[config.mk]
export PLATFORM = sky130hd
export DESIGN_NAME = pc_resp_reader
export DESIGN_NICKNAME = d
export VERILOG_FILES = /design/src/rtl/pc_resp_reader_pkg.sv /design/src/rtl/pc_resp_reader_resp_fifo2.sv /design/src/rtl/pc_resp_reader.sv
export SDC_FILE = /design/constraint.sdc
export NUM_CORES = 1
export LEC_CHECK = 0
export CAP_MARGIN = 30
export CORE_ASPECT_RATIO = 1.75
export CORE_UTILIZATION = 45
export CTS_BUF_LIST = sky130_fd_sc_hd__clkbuf_8 sky130_fd_sc_hd__clkbuf_16
export CTS_CLUSTER_DIAMETER = 40
export DETAILED_ROUTE_END_ITERATION = 12
export PLACE_DENSITY_LB_ADDON = 0.15
export SLEW_MARGIN = 20
export SYNTH_ARGS = -nofsm -noshare
export SYNTH_HDL_FRONTEND = slang
export SYNTH_SLANG_ARGS = --single-unit
[constraint.sdc]
create_clock -name sysclk -period 2.9 [get_ports sysclk]
set_clock_uncertainty 0.1 [all_clocks]
set_input_delay 0.435 -clock sysclk [delete_from_list [all_inputs] [get_ports sysclk]]
set_output_delay 0.435 -clock sysclk [all_outputs]
set_load 0.005 [all_outputs]
[src/rtl/pc_resp_reader_pkg.sv]
// pc_resp_reader_pkg: shared address map, response-reader constants and state encoding
package pc_resp_reader_pkg;
  localparam logic [10:0] ADDR_DEFAULT  = 11'h000;
  localparam logic [10:0] ADDR_PC_REQ   = 11'h100;
  localparam logic [10:0] DEF_RESP_BASE = 11'h200;
  localparam logic [10:0] DEF_MAX_LEN   = 11'd256;
  localparam int TCODE_LSB = 4;
  localparam int TCODE_MSB = 7;
  localparam int SRC_LSB   = 16;
  localparam int SRC_MSB   = 31;
  typedef enum logic [1:0] {IDLE, READ, DRAIN, DONE} rd_state_e;
endpackage

[src/rtl/pc_resp_reader_resp_fifo2.sv]
// resp_fifo2: two-entry 32-bit buffer between memory read data and a valid/ready sink
module resp_fifo2 (
  input  logic        sysclk,
  input  logic        reset,
  input  logic [31:0] in_data,
  input  logic        in_valid,
  output logic [31:0] out_data,
  output logic        out_valid,
  input  logic        out_ready,
  output logic [1:0]  count
);
  logic [31:0] d0_q, d1_q;
  logic [1:0]  cnt_q, slot;
  logic        pop;

  assign pop       = out_valid & out_ready;
  assign slot      = cnt_q - {1'b0, pop};
  assign out_valid = cnt_q != 2'd0;
  assign out_data  = d0_q;
  assign count     = cnt_q;

  // head advances on pop; a new word lands in the first slot left free (writer never pushes when full)
  always_ff @(posedge sysclk or negedge reset) begin
    if (!reset) begin
      d0_q  <= '0;
      d1_q  <= '0;
      cnt_q <= '0;
    end else begin
      d0_q  <= (in_valid && slot == 2'd0) ? in_data : pop ? d1_q : d0_q;
      d1_q  <= (in_valid && slot == 2'd1) ? in_data : d1_q;
      cnt_q <= slot + {1'b0, in_valid};
    end
  end
endmodule

[src/rtl/pc_resp_reader.sv]
// pc_resp_reader: streams a response block from shared memory to a valid/ready sink
module pc_resp_reader
  import pc_resp_reader_pkg::*;
#(
  parameter logic [10:0] RESP_BASE = DEF_RESP_BASE,
  parameter logic [10:0] MAX_LEN   = DEF_MAX_LEN
) (
  input  logic        sysclk,
  input  logic        reset,
  input  logic        req_done,
  input  logic [10:0] resp_len,
  output logic        mem_en,
  output logic [10:0] mem_addr,
  input  logic [31:0] mem_rdata,
  output logic [31:0] out_data,
  output logic        out_valid,
  input  logic        out_ready,
  output logic        out_last,
  output logic [3:0]  hdr_tcode,
  output logic [15:0] hdr_src_id,
  output logic        busy,
  output logic        len_err,
  output logic        resp_valid
);
  rd_state_e   state_q, state_d;
  logic        req_q;
  logic [10:0] len_q, len_d, iss_q, iss_d, wr_q, wr_d, acc_q, acc_d;
  logic        infl_q, len_err_q, len_err_d;
  logic [3:0]  tcode_q, tcode_d;
  logic [15:0] src_q, src_d;
  logic [1:0]  occ;
  logic [2:0]  fill;
  logic        pop, start, bad_len;

  assign start      = req_done & ~req_q;
  assign bad_len    = (resp_len == 11'd0) || (resp_len > MAX_LEN);
  assign pop        = out_valid & out_ready;
  // buffer contents after this cycle's pop plus the word still returning from memory
  assign fill       = {1'b0, occ} + {2'b0, infl_q} - {2'b0, pop};
  assign mem_addr   = RESP_BASE + iss_q;
  assign busy       = state_q != IDLE;
  assign resp_valid = state_q == DONE;
  assign len_err    = len_err_q;
  assign out_last   = out_valid && (acc_q == len_q - 11'd1);
  assign hdr_tcode  = tcode_q;
  assign hdr_src_id = src_q;

  resp_fifo2 u_fifo (
    .sysclk    (sysclk),
    .reset     (reset),
    .in_data   (mem_rdata),
    .in_valid  (infl_q),
    .out_data  (out_data),
    .out_valid (out_valid),
    .out_ready (out_ready),
    .count     (occ)
  );

  // next state, read issue, word counters and header capture
  always_comb begin
    state_d   = state_q;
    len_d     = len_q;
    iss_d     = iss_q;
    wr_d      = infl_q ? wr_q + 11'd1 : wr_q;
    acc_d     = pop ? acc_q + 11'd1 : acc_q;
    tcode_d   = (infl_q && wr_q == 11'd0) ? mem_rdata[TCODE_MSB:TCODE_LSB] : tcode_q;
    src_d     = (infl_q && wr_q == 11'd1) ? mem_rdata[SRC_MSB:SRC_LSB] : src_q;
    len_err_d = 1'b0;
    mem_en    = 1'b0;
    case (state_q)
      IDLE: if (start) begin
        len_d     = resp_len;
        iss_d     = '0;
        wr_d      = '0;
        acc_d     = '0;
        len_err_d = bad_len;
        state_d   = bad_len ? IDLE : READ;
      end
      READ: begin
        mem_en  = (iss_q != len_q) && (fill < 3'd2);
        iss_d   = iss_q + {10'd0, mem_en};
        state_d = (iss_q == len_q) ? DRAIN : READ;
      end
      DRAIN:   state_d = (acc_q == len_q) ? DONE : DRAIN;
      default: state_d = IDLE;
    endcase
  end

  // state and datapath registers; reset abandons any read in progress
  always_ff @(posedge sysclk or negedge reset) begin
    if (!reset) begin
      state_q   <= IDLE;
      req_q     <= 1'b0;
      len_q     <= '0;
      iss_q     <= '0;
      wr_q      <= '0;
      acc_q     <= '0;
      infl_q    <= 1'b0;
      len_err_q <= 1'b0;
      tcode_q   <= '0;
      src_q     <= '0;
    end else begin
      state_q   <= state_d;
      req_q     <= req_done;
      len_q     <= len_d;
      iss_q     <= iss_d;
      wr_q      <= wr_d;
      acc_q     <= acc_d;
      infl_q    <= mem_en;
      len_err_q <= len_err_d;
      tcode_q   <= tcode_d;
      src_q     <= src_d;
    end
  end
endmodule

==> impl_metrics.toml, run 1 <==
[min_path]
min_to = "req_q"
min_path_type = "primary input to flop"
hp-start = "req_done"
hold_depth = 1

[clock_tree]
cts_root_buf = "clkbuf_16"
clkTransAtPathRegs_ns = 0.06
cts_tree = "done"
clock_sinks = 135
clock_latency_ns = 0.42
cts.path.max_buffers = 2
cts_buffers = 17
htreeDepth = 4

[worst_setup_path]
crit_family = "simple AND/OR/NAND/NOR gates"
r2r-end = "iss_q[10]"
path_class = "flop to primary output"
slowest_delay_ns = 0.40
critPathCaptureType = "primary output"
path_depth = 7
reg2reg_depth = 14
required_ns = 2.37
rr_startpoint = "u_fifo.count[0]"
start_kind = "flop"
slowest_stage = "dfrtp_1"
cp.arrival_ns = 2.25
crit_fanout = 6
reg2reg_slack_ns = 0.12
worstPathCellList = "buf_4 -> nor3_1 -> xnor2_1 -> a2111oi_0 -> nand3_1 -> nor4_2 -> buf_2"
path_buf_inv = 2

[yosys]
syn-cell-area_sq_mm = 0.006512
synth-main-ff-cell = "dfrtp_1"
seq_area_frac_synth_pct = 51.87
synth_edf_count = 0
yosysTopAreaCellShare_pct = 51.87
synth.largest_area_cell = "dfrtp_1"
synth-seq-cells = 135
synth_fp_nets = 695
netlist_instances = 638
synthArstFlopShare_pct = 100.0
ys_types = 47
yosys-top-cells-area = "dfrtp_1 (52%), mux2_2 (7.3%), nand2_1 (7.1%)"
syn_avg_cell_area_sq_um = 10.21
synth_warnings = 0

[floorplan]
rows = 57
core_area_sq_mm = 0.01398
die_w_microns = 92.94
die_h_microns = 161.1
io_pins = 116
die-area_sq_mm = 0.01498
start_util_pct = 46.59

[cells_and_area]
seqCellArea_sq_mm = 0.003381
final_cell_mix = "dfrtp_1 (133), nand2_1 (122), clkdlybuf4s50_1 (111), nor2_1 (62), mux2_2 (42)"
fin_nets = 816
final_common_cell = "dfrtp_1"
finalCoreUtilization_pct = 62.22
nFillCells = 1188
area_growth_pct = 33.54
diodes = 0
layout-drive-gt1-share_pct = 19.56
multiInputGateArea_sq_mm = 0.002992

[routing]
vias = 5120
drt_iter0_drc = 210
vias_per_cell = 5.395
wirelength_microns = 16540
drc = 0
ant_nets = 0
first_pass_iters = 4
wire_per_inst_microns = 17.43

[grt]
grt_pass1_wl_microns = 27170
antenna_found_initial = 0
grt_max_degree = 82
overflow = 0
grt_pass1_vias = 5482
grt_usage_pct = 23.38

[power_and_ir_drop]
leakagePower_nw = 3.940
vdd_ir_drop_max_mv = 0.4284
power_density_mw_per_mm2 = 767.7

[sta]
relSlewSlack_pct = 47.91
slew_viol_final = 0
setup_slack_ns = 0.1176
finalSetupViolCount = 0
hold_ws_ns = 0.4037
worstMarginPinSlew_ns = 0.7814
hold_violations = 0
period_minus_slack_ns = 2.782
min_period_over_period_pct = 95.94
fmax_mhz = 359.4

[job]
max_cap_viol_count = 0

[run_status]
status = "completed"

[placed_design]
port_buffers = 115
dp_slack_ns = -0.4295
gp_congestion = 0.9072
dp_hpwl_microns = 11450
logic make-up (layout without fill, tap and decap cells):
family | Yosys count | after routing | synth area share, %
AND/OR/NAND/NOR | 255 | 255 | 17.87
flip-flops | 135 | 135 | 51.87
AO/OA/AOI/OAI | 70 | 70 | 6.820
buffers and inverters | 61 | 195 | 4.380
multiplexers | 55 | 55 | 10.03
XOR/XNOR | 52 | 52 | 6.993
adder cells (fa/ha/maj) | 10 | 10 | 2.037
repair_timing:
item	4_1_cts	5_1_grt
resized for setup	13	27
hold buffers	1	0
endpoints found under the setup margin	2	8
pin swaps	3	7
hold endpoints to repair	25	0
buffers inserted	3	0
metal layers:
metal / track usage (%) / share of wire [%] / vias to the layer above
li1: - / - / 2388
met1: 24.43 / 38 / 2555
met2: 43.25 / 55 / 138
met3: 5.744 / 4.2 / 39
met4: 10.35 / 3.5 / 0
met5: 0 / 0 / -
final cells by class:
class / instances / area share [%]
inverter: 16 / 0.6905
sequential: 135 / 38.87
multi-input combinational: 442 / 34.40
clock buffer: 17 / 4.891
timing repair buffer: 147 / 16.34
tap: 177 / 2.546
clock inverter: 15 / 2.259
power breakdown:
part / internal [W] / switching (W) / leakage [nW]
clock network: 0.00133 / 0.000948 / 0.308
registers: 0.00230 / 0.000294 / 1.80
logic: 0.00102 / 0.000787 / 1.83
total: 0.00465 / 0.00203 / 3.94
worst register-to-register path, cell delays in order, from the launching register on:
cell and delay (ns):
dfrtp_1 0.38, nand3b_1 0.18, o21a_1 0.14, inv_2 0.06
nand2_2 0.06, fa_2 0.53, and3_4 0.18, buf_4 0.11
ha_4 0.14, ha_4 0.13, and3_4 0.19, nand3_2 0.09
nor2_4 0.16, nand3_2 0.09, mux2i_1 0.13
sequential cells by signal, indices dropped and copies added (netlist names):
name / cells
len_err: 1
wr_q: 11
u_fifo.count: 2
iss_q: 11
req_q: 1
hdr_tcode: 4
len_q: 11
infl_q: 1
u_fifo.out_data: 32
state_q: 2
hdr_src_id: 16
acc_q: 11
u_fifo.d1_q: 32
cells in the mapped netlist (10+ instances only):
| cell type | n |
|---|---|
| dfrtp_1 | 135 |
| nand2_1 | 123 |
| nor2_1 | 63 |
| mux2_2 | 42 |
| a31oi_1 | 33 |
| xor2_1 | 28 |
| xnor2_1 | 24 |
| clkbuf_1 | 23 |
| inv_1 | 16 |
| o21ai_0 | 14 |
| nand3_1 | 12 |
| mux2_4 | 10 |
worst max-delay path by stage:
| stage | from | end | slack, ns |
|---|---|---|---|
| floorplan | u_fifo.count[0] | iss_q[10] | 0.17 |
| global placement | out_ready | iss_q[10] | -0.33 |
| detailed placement | out_ready | iss_q[10] | -0.43 |
| CTS | len_q[0] | out_last | -0.03 |
| global route | u_fifo.count[0] | iss_q[10] | -0.01 |
| finish | len_q[1] | out_last | 0.12 |
through the flow:
stage                     TNS [ns]  std cells  power [W]  cell area (sq um)
after floorplan                  0        638   0.003382               6513
final                            0        949   0.006677               8697
after detailed placement    -2.960        913   0.004345               7920
after CTS                 -0.03159        949   0.006714               8601
after global routing      -0.02498        949   0.007019               8697
after global placement      -2.013        913   0.004269               7920
(Power assumes the default switching activity.)
==> run 2: changes to the inputs <==
Settings changed: CTS_CLUSTER_DIAMETER 40 to 120.
==> results of run 2 <==
The final DEF is identical to that of run 1; final timing and power are the same.
